[src/rtl/srec_pkg.sv]
// Shared definitions for the S-record emitter: ASCII constants, FSM encoding,
// record kinds and the nibble-to-ASCII helper.
package srec_pkg;

  localparam logic [7:0] CHAR_S  = 8'h53;
  localparam logic [7:0] CHAR_0  = 8'h30;
  localparam logic [7:0] CHAR_3  = 8'h33;
  localparam logic [7:0] CHAR_7  = 8'h37;
  localparam logic [7:0] CHAR_A  = 8'h41;
  localparam logic [7:0] CHAR_CR = 8'h0D;
  localparam logic [7:0] CHAR_LF = 8'h0A;

  typedef enum logic [4:0] {
    ST_IDLE,
    ST_S,
    ST_TYPE,
    ST_COUNT_HI,
    ST_COUNT_LO,
    ST_ADDR,
    ST_FETCH,
    ST_WAIT,
    ST_DATA_HI,
    ST_DATA_LO,
    ST_SUM_HI,
    ST_SUM_LO,
    ST_CR,
    ST_LF,
    ST_FINISH
  } state_t;

  typedef enum logic [1:0] {
    REC_HDR,
    REC_DATA,
    REC_TERM
  } rec_kind_t;

  function automatic logic [7:0] nibble_to_ascii(input logic [3:0] nibble);
    logic [7:0] ascii;
    if (nibble < 4'd10) ascii = CHAR_0 + {4'h0, nibble};
    else ascii = CHAR_A + {4'h0, nibble} - 8'd10;
    return ascii;
  endfunction

endpackage

[src/rtl/srec_hex_char.sv]
// Combinational converter from one hex nibble to its uppercase ASCII digit.
module srec_hex_char
  import srec_pkg::*;
(
  input  logic [3:0] nibble,
  output logic [7:0] ascii
);

  assign ascii = nibble_to_ascii(nibble);

endmodule

[src/rtl/srec_emitter.sv]
// Memory-dump engine emitting Motorola S3/S7 records as ASCII characters.
// Define SREC_HEADER_EN to prefix each dump with an S0 header record.
module srec_emitter
  import srec_pkg::*;
#(
  parameter int BYTES_PER_RECORD = 16
) (
  input  logic        clock,
  input  logic        reset_n,
  input  logic        start,
  input  logic [31:0] start_address,
  input  logic [31:0] length,
  output logic        busy,
  output logic        done,
  output logic [31:0] read_address,
  output logic        read_enable,
  input  logic [7:0]  read_data,
  output logic [7:0]  char_data,
  output logic        char_valid,
  input  logic        char_ready
);

`ifdef SREC_HEADER_EN
  localparam logic HEADER_EN = 1'b1;
`else
  localparam logic HEADER_EN = 1'b0;
`endif

  state_t      state_reg, state_next;
  rec_kind_t   kind_reg;
  logic [31:0] start_addr_reg;
  logic [31:0] addr_reg;
  logic [31:0] remaining_reg;
  logic [31:0] rec_addr_reg;
  logic [7:0]  count_reg;
  logic [7:0]  rec_left_reg;
  logic [7:0]  sum_reg;
  logic [7:0]  byte_reg;
  logic [2:0]  nib_idx_reg;
  logic        hdr_pending_reg;

  logic        accept;
  logic [7:0]  rec_n;
  logic [7:0]  addr_byte;
  logic [3:0]  nibble_sel;
  logic [7:0]  hex_ascii;

  assign accept    = char_valid && char_ready;
  assign rec_n     = (remaining_reg < 32'(BYTES_PER_RECORD)) ? remaining_reg[7:0]
                                                              : 8'(BYTES_PER_RECORD);
  assign addr_byte = rec_addr_reg[{nib_idx_reg[2:1], 3'b000} +: 8];

  always_ff @(posedge clock or negedge reset_n) begin
    if (!reset_n) state_reg <= ST_IDLE;
    else state_reg <= state_next;
  end

  always_comb begin
    state_next = state_reg;
    case (state_reg)
      ST_IDLE:     if (start) state_next = ST_S;
      ST_S:        if (accept) state_next = ST_TYPE;
      ST_TYPE:     if (accept) state_next = ST_COUNT_HI;
      ST_COUNT_HI: if (accept) state_next = ST_COUNT_LO;
      ST_COUNT_LO: if (accept) state_next = ST_ADDR;
      ST_ADDR: begin
        if (accept && nib_idx_reg == 3'd0)
          state_next = (kind_reg == REC_DATA) ? ST_FETCH : ST_SUM_HI;
      end
      ST_FETCH:    state_next = ST_WAIT;
      ST_WAIT:     state_next = ST_DATA_HI;
      ST_DATA_HI:  if (accept) state_next = ST_DATA_LO;
      ST_DATA_LO:  if (accept) state_next = (rec_left_reg == 8'd1) ? ST_SUM_HI : ST_FETCH;
      ST_SUM_HI:   if (accept) state_next = ST_SUM_LO;
      ST_SUM_LO:   if (accept) state_next = ST_CR;
      ST_CR:       if (accept) state_next = ST_LF;
      ST_LF:       if (accept) state_next = (kind_reg == REC_TERM) ? ST_FINISH : ST_S;
      ST_FINISH:   state_next = ST_IDLE;
      default:     state_next = ST_IDLE;
    endcase
  end

  // Record parameters are fixed when the leading 'S' is accepted.
  always_ff @(posedge clock or negedge reset_n) begin
    if (!reset_n) begin
      kind_reg        <= REC_HDR;
      start_addr_reg  <= 32'd0;
      addr_reg        <= 32'd0;
      remaining_reg   <= 32'd0;
      rec_addr_reg    <= 32'd0;
      count_reg       <= 8'd0;
      rec_left_reg    <= 8'd0;
      sum_reg         <= 8'd0;
      byte_reg        <= 8'd0;
      nib_idx_reg     <= 3'd0;
      hdr_pending_reg <= 1'b0;
    end else begin
      case (state_reg)
        ST_IDLE: begin
          if (start) begin
            start_addr_reg  <= start_address;
            addr_reg        <= start_address;
            remaining_reg   <= length;
            hdr_pending_reg <= HEADER_EN;
          end
        end
        ST_S: begin
          if (accept) begin
            sum_reg <= 8'd0;
            if (hdr_pending_reg) begin
              kind_reg        <= REC_HDR;
              rec_addr_reg    <= 32'd0;
              count_reg       <= 8'd3;
              hdr_pending_reg <= 1'b0;
            end else if (remaining_reg == 32'd0) begin
              kind_reg     <= REC_TERM;
              rec_addr_reg <= start_addr_reg;
              count_reg    <= 8'd5;
            end else begin
              kind_reg     <= REC_DATA;
              rec_addr_reg <= addr_reg;
              count_reg    <= rec_n + 8'd5;
              rec_left_reg <= rec_n;
            end
          end
        end
        ST_COUNT_LO: begin
          if (accept) begin
            sum_reg     <= sum_reg + count_reg;
            nib_idx_reg <= (kind_reg == REC_HDR) ? 3'd3 : 3'd7;
          end
        end
        ST_ADDR: begin
          if (accept) begin
            // A byte is complete once its low (even-index) nibble goes out.
            if (!nib_idx_reg[0]) sum_reg <= sum_reg + addr_byte;
            nib_idx_reg <= nib_idx_reg - 3'd1;
          end
        end
        ST_WAIT: begin
          byte_reg <= read_data;
          sum_reg  <= sum_reg + read_data;
        end
        ST_DATA_LO: begin
          if (accept) begin
            addr_reg      <= addr_reg + 32'd1;
            remaining_reg <= remaining_reg - 32'd1;
            rec_left_reg  <= rec_left_reg - 8'd1;
          end
        end
        default: ;
      endcase
    end
  end

  always_comb begin
    nibble_sel = 4'h0;
    case (state_reg)
      ST_COUNT_HI: nibble_sel = count_reg[7:4];
      ST_COUNT_LO: nibble_sel = count_reg[3:0];
      ST_ADDR:     nibble_sel = rec_addr_reg[{nib_idx_reg, 2'b00} +: 4];
      ST_DATA_HI:  nibble_sel = byte_reg[7:4];
      ST_DATA_LO:  nibble_sel = byte_reg[3:0];
      ST_SUM_HI:   nibble_sel = ~sum_reg[7:4];
      ST_SUM_LO:   nibble_sel = ~sum_reg[3:0];
      default:     nibble_sel = 4'h0;
    endcase
  end

  srec_hex_char u_hex_char (
    .nibble (nibble_sel),
    .ascii  (hex_ascii)
  );

  always_comb begin
    char_data  = 8'h00;
    char_valid = 1'b1;
    case (state_reg)
      ST_S:    char_data = CHAR_S;
      ST_TYPE: begin
        case (kind_reg)
          REC_HDR:  char_data = CHAR_0;
          REC_DATA: char_data = CHAR_3;
          default:  char_data = CHAR_7;
        endcase
      end
      ST_COUNT_HI, ST_COUNT_LO, ST_ADDR, ST_DATA_HI, ST_DATA_LO,
      ST_SUM_HI, ST_SUM_LO: char_data = hex_ascii;
      ST_CR:   char_data = CHAR_CR;
      ST_LF:   char_data = CHAR_LF;
      default: char_valid = 1'b0;
    endcase
  end

  assign busy         = (state_reg != ST_IDLE) && (state_reg != ST_FINISH);
  assign done         = (state_reg == ST_FINISH);
  assign read_enable  = (state_reg == ST_FETCH);
  assign read_address = addr_reg;

endmodule

[config.mk]
export PLATFORM = sky130hd
export DESIGN_NAME = srec_emitter
export DESIGN_NICKNAME = d
export VERILOG_FILES = /design/src/rtl/srec_pkg.sv /design/src/rtl/srec_hex_char.sv /design/src/rtl/srec_emitter.sv
export SDC_FILE = /design/constraint.sdc
export NUM_CORES = 1
export LEC_CHECK = 0
export ABC_AREA = 1
export ABC_CLOCK_PERIOD_IN_PS = 7800
export BUFFER_PORTS_ARGS = -buffer_cell sky130_fd_sc_hd__buf_2
export CAP_MARGIN = 20
export CORE_AREA = 2 2 166 168
export CTS_BUF_LIST = sky130_fd_sc_hd__clkbuf_8
export CTS_CLUSTER_SIZE = 10
export DETAILED_ROUTE_END_ITERATION = 10
export DIE_AREA = 0 0 168 170
export GPL_TIMING_DRIVEN = 0
export PLACE_DENSITY = 0.64
export SETUP_SLACK_MARGIN = 0.2
export SLEW_MARGIN = 20
export SYNTH_ARGS = -nofsm -noshare
export SYNTH_HDL_FRONTEND = slang
export SYNTH_SLANG_ARGS = --single-unit
[constraint.sdc]
create_clock -name clock -period 7.8 [get_ports clock]
set_clock_uncertainty 0.05 [all_clocks]
set_input_delay 1.56 -clock clock [delete_from_list [all_inputs] [get_ports clock]]
set_output_delay 1.56 -clock clock [all_outputs]
set_load 0.02 [all_outputs]
==> results of run 1 <==
[final timing paths]
path                                                 endpoint
worst min register to register  start_addr_reg[8]$_DFFE_PN0P_
worst max-delay path                             char_data[4]
worst max register to register         sum_reg[6]$_DFFE_PN0P_
min in group asynchronous        read_address[31]$_DFFE_PN0P_
worst min-delay path            start_addr_reg[8]$_DFFE_PN0P_
max in group asynchronous        rec_addr_reg[16]$_DFFE_PN0P_
[stage by stage]
stage / power [uW] / worst slack [ns] / util [%] / hold slack (ns) / std cells
6_report: 4750 / 3.52 / 45.4 / 0.441 / 1976
3_3_place_gp: 3990 / 2.19 / 43.7 / 0.418 / 1943
4_1_cts: 4730 / 3.53 / 45.4 / 0.447 / 1976
3_5_place_dp: 4030 / 4.08 / 43.8 / 0.424 / 1944
5_1_grt: 5120 / 3.32 / 45.4 / 0.463 / 1976
2_1_floorplan: 3220 / 4.49 / - / 0.403 / 1484
[Yosys cell counts (all sizes together), types with 14 or more instances]
| cell | instances |
|---|---|
| nand2 | 381 |
| inv | 191 |
| dfrtp | 169 |
| nor2 | 157 |
| o21ai | 151 |
| nand3 | 134 |
| a21oi | 56 |
| buf | 41 |
| o221ai | 31 |
| nand4 | 23 |
| xor2 | 23 |
| clkbuf | 21 |
| o22ai | 19 |
| nor3 | 18 |
| o211ai | 17 |
| ha | 14 |
[cells by family (layout without fill, tap and decap cells)]
family	after synthesis	in the layout	share of synthesized area (%)
AND/OR/NAND/NOR	723	723	29.0
buffers and inverters	253	404	9.58
flip-flops	169	169	39.8
XOR/XNOR	25	25	2.06
multiplexers	1	1	0.0943
adder cells (fa/ha/maj)	15	15	1.84
other	1	1	0.0353
AO/OA/AOI/OAI	297	297	17.6
[layer usage]
metal	share of wire (%)	up-vias
met2	45	470
met3	8.7	58
met5	0	-
met1	45	5121
li1	-	5170
met4	2.0	0
[final cells by class]
type / instances / area (sq um)
Fill cell: 2762 / 14600
Multi-Input combinational cell: 1062 / 5370
Sequential cell: 169 / 4230
Inverter: 191 / 717
Timing Repair Buffer: 119 / 628
Tap cell: 341 / 427
Buffer: 62 / 300
Clock buffer: 17 / 234
Clock inverter: 15 / 184
[worst max-delay path, stage by stage, from the launching register on]
cell and delay, ns:
dfrtp_1 0.37, buf_2 0.18, inv_2 0.11, nand2_1 0.17
nor2_4 0.29, buf_4 0.25, nand2_1 0.07, o211ai_1 0.09
nor2_1 0.07, nand2_2 0.13, nand2_2 0.09, o21ai_1 0.11
nand3_1 0.08, buf_2 0.16
[power breakdown]
part	internal, uW	switching, uW	leakage [uW]
combinational	769	1660	0.00347
sequential	1270	363	0.00208
clock	300	393	0.000211
==> results.toml, run 1 <==
[finish]
num_antenna_cells = 0
drive_gt1_share_pct = 15.0
final_cell_area_sq_um = 12100
fin_nets = 1713
layout_common_cells = "374 x nand2_1, 182 x inv_1, 169 x dfrtp_1"
mostFrequentLayoutCell = "nand2_1"
area_growth_pct = 13.9

[sta]
max_freq_ghz = 0.234
fin_crit_sh_pct = 54.8
hold_viol = 0
rsz0062_at_grt = "no"
worst_slew_pin_slew_ns = 0.873
setup_viol = 0
fin_crit_ns = 4.28
final_max_slew_viol_count = 0
finalSetupTns_ns = 0
relSlewSlack_pct = 41.8

[setup_path]
cp-startpoint = "state_reg[1]$_DFFE_PN0P_"
reg2regPathDepth = 20
start_kind = "flop"
crit_type = "reg2out"
critical_path.reg2reg.startpoint = "state_reg[1]$_DFFE_PN0P_"
crit_fanout = 10
end_kind = "output pin"
cp.arrival_ns = 2.67
ff2ff_setup_slack_ns = 4.42
required_ns = 6.19

[route]
routed_wl_um = 37600
drc = 0
wl_per_cell_um = 19.0
avgViaCountPerCell = 5.48
dr.pass1.iters = 6
ant_nets = 0
vias = 10800
drt_iter0_drc = 1022

[global_routing]
busiest_layer = "met2"
grt_max_degree = 88
overflow = 0
gr-usage-met3_pct = 5.07
grt_pass1_vias = 10400
grt_pass1_wl_um = 58800
use_met1_pct = 37.8
grt_util_met2_pct = 42.3
gr-usage-all-layers_pct = 26.8
antenna_found_initial = 0

[yosys]
yosys.area.top_type = "dfrtp_1"
syn-num-nets = 1575
avgSynthCellArea_sq_um = 7.16
synth-edff-count = 0
synth.distinct_cells = 46
syn_inst = 1484
synth.area.top_cells = "dfrtp_1 40%, nand2_1 13%, inv_1 6.4%"
synthArstFlopShare_pct = 100
ys_ff_latch = 169
ys.flop_type = "dfrtp_1"
yosys_warnings = 0
ys_seq_area_share_pct = 39.8
syn_area_sq_um = 10600
yosysTopAreaCellShare_pct = 39.8

[flow_run]
maxCapViolCount = 0

[cts]
ctsHoldBuffers = 0
clockRootBuffer = "clkbuf_8"
clk_pin_slew_ns = 0.10
cts_tree = "yes"
insertion_delay_ns = 0.50
cts_buffer_depth = 2
cts_setup_buffers = 0
htree_levels = 4
ctsResizeCount = 0
numCtsBuffers = 17
clock-sinks = 169

[floorplanning]
dieHeight_um = 170
io-pin-count = 120
initial_core_util_pct = 39.8
dieArea_sq_um = 28600
core_sq_um = 26700
die_w_um = 168
rows = 60

[worst_hold_path]
min_from = "start_addr_reg[8]$_DFFE_PN0P_"
hold_depth = 2
min-delay-path-class = "reg2reg"

[placed_design]
placed_area_sq_um = 11700
dp_hpwl_um = 28800
gp_congestion = 0.921
port_buffers = 118

[status]
status = "completed"

[pwr]
peakVddDrop_mv = 0.154
p_leak_uw = 0.00576
p_per_area_nw_per_um2 = 393
(Power assumes the default switching activity.)
==> run 2: changes to the inputs <==
--- a/config.mk
+++ b/config.mk
@@ -6,7 +6,7 @@
 export NUM_CORES = 1
 export LEC_CHECK = 0
 export ABC_AREA = 1
-export ABC_CLOCK_PERIOD_IN_PS = 7800
+export ABC_CLOCK_PERIOD_IN_PS = 4150
 export BUFFER_PORTS_ARGS = -buffer_cell sky130_fd_sc_hd__buf_2
 export CAP_MARGIN = 20
 export CORE_AREA = 2 2 166 168
==> constraint.sdc (replaced) <==
create_clock -name clock -period 4.15 [get_ports clock]
set_clock_uncertainty 0.05 [all_clocks]
set_input_delay 0.83 -clock clock [delete_from_list [all_inputs] [get_ports clock]]
set_output_delay 0.83 -clock clock [all_outputs]
set_load 0.02 [all_outputs]
==> run 2 against run 1 <==
Final area unchanged. Via count decreased by 0.17%. Hold slack got worse by 0.16 ns. Total power increased by 88%. Final cell count unchanged. Worst setup slack got worse by 2.9 ns. Global-route usage about the same. Combinational power increased by 88%. Critical path type unchanged. Critical endpoint unchanged.
==> results.toml, run 2 (synthesis gave the netlist of run 1 again) <==
[finish]
multiInputGateArea_sq_um = 5370
layout_common_cells = "374 x nand2_1, 182 x inv_1, 169 x dfrtp_1"
fin_nets = 1713
num_antenna_cells = 0
drive_gt1_share_pct = 15.0
area_growth_pct = 13.9
stdcell_count = 1976
final.fill_count = 2762
final_cell_area_sq_um = 12100
regArea_sq_um = 4230
mostFrequentLayoutCell = "nand2_1"

[setup_path]
cp.arrival_ns = 2.67
path_buf_inv = 4
slowest_delay_ns = 0.37
crit_fanout = 10
path_delay_family = "simple AND/OR/NAND/NOR gates"
crit_cells = 13
crit_type = "reg2out"
reg2regPathDepth = 20
path_cells = "buf_2 -> inv_2 -> nand2_1 -> nor2_4 -> buf_4 -> nand2_1 -> o211ai_1 -> nor2_1 -> nand2_2 -> nand2_2 -> o21ai_1 -> nand3_1 -> buf_2"
end_kind = "output pin"
start_kind = "flop"
required_ns = 3.27
crit_slowest_cell = "dfrtp_1"

[sta]
final_max_slew_viol_count = 0
setup_viol = 0
worst_slew_pin_slew_ns = 0.851
hold_viol = 0
fin_crit_ns = 3.55
relSlewSlack_pct = 43.3
rsz0062_at_grt = "no"
max_freq_ghz = 0.282
fin_crit_sh_pct = 85.4
setup_ws_ns = 0.605

[route]
drt_iter0_drc = 1040
avgViaCountPerCell = 5.47
routed_wl_um = 37500
wl_per_cell_um = 19.0
vias = 10800
ant_nets = 0
dr.pass1.iters = 7
drc = 0

[pwr]
p_leak_uw = 0.00576
p_per_area_nw_per_um2 = 738
peakVddDrop_mv = 0.290

[placed_design]
port_buffers = 118
post-place-ws_ns = 0.803
place_inst = 1944
gp_congestion = 0.921
dp_hpwl_um = 28800
placed_area_sq_um = 11700

[global_routing]
use_met1_pct = 37.8
gr-usage-all-layers_pct = 26.8
overflow = 0
antenna_found_initial = 0
gr-usage-met3_pct = 5.07
grt_pass1_vias = 10400
grt_max_degree = 88
grt_pass1_wl_um = 58800
grt_util_met2_pct = 42.3
busiest_layer = "met2"

[flow_run]
maxCapViolCount = 0

[cts]
clockRootBuffer = "clkbuf_8"
cts_buffer_depth = 2
ctsHoldBuffers = 0
numCtsBuffers = 17
clk_pin_slew_ns = 0.11
clock-sinks = 169
cts_tree = "yes"
ctsResizeCount = 0
htree_levels = 4
cts_setup_buffers = 0
insertion_delay_ns = 0.50

[floorplanning]
die_w_um = 168
dieArea_sq_um = 28600
io-pin-count = 120
dieHeight_um = 170
initial_core_util_pct = 39.8
core_sq_um = 26700
rows = 60

[worst_hold_path]
min-delay-path-class = "in2async"

[status]
status = "completed"
[run 2: cell counts in the layout (fill, tap and decap cells not counted)]
Identical to the previous run, type by type.
[run 2: where the power goes]
part	internal [uW]	leakage, uW	switching (uW)
clock network	564	0.000211	736
registers	2380	0.00208	684
logic	1450	0.00347	3110
total	4390	0.00576	4530
[run 2: stage by stage]
stage | util (%) | TNS, ns | hold slack [ns] | total power (uW)
after CTS | 45.4 | 0 | 0.308 | 8880
final | 45.4 | 0 | 0.285 | 8920
after floorplan | - | 0 | 0.403 | 6050
after global placement | 43.7 | -120.97 | 0.418 | 7490
after global routing | 45.4 | 0 | 0.322 | 9620
after detailed placement | 43.8 | 0 | 0.424 | 7570
[run 2: metal layers]
| layer | vias to the layer above | part of all wire (%) |
|---|---|---|
| li1 | 5166 | - |
| met1 | 5136 | 45 |
| met2 | 443 | 45 |
| met3 | 56 | 7.9 |
| met4 | 0 | 2.0 |
| met5 | - | 0 |
[run 2: worst paths after layout]
path	startpoint	slack [ns]	to
max	state_reg[1]$_DFFE_PN0P_	0.60	char_data[4]
min	reset_n	0.29	read_address[31]$_DFFE_PN0P_
max reg2reg	state_reg[1]$_DFFE_PN0P_	0.76	sum_reg[6]$_DFFE_PN0P_
min reg2reg	start_addr_reg[8]$_DFFE_PN0P_	0.44	start_addr_reg[8]$_DFFE_PN0P_
max in group asynchronous	reset_n	2.87	rec_addr_reg[16]$_DFFE_PN0P_
min in group clock	start_addr_reg[8]$_DFFE_PN0P_	0.44	start_addr_reg[8]$_DFFE_PN0P_
[run 2: final cells by class]
| cell class | count | area share (%) |
|---|---|---|
| Sequential cell | 169 | 35.0 |
| Clock buffer | 17 | 1.93 |
| Multi-Input combinational cell | 1062 | 44.4 |
| Tap cell | 341 | 3.53 |
| Clock inverter | 15 | 1.52 |
| Inverter | 191 | 5.93 |
| Buffer | 62 | 2.48 |
| Timing Repair Buffer | 119 | 5.19 |
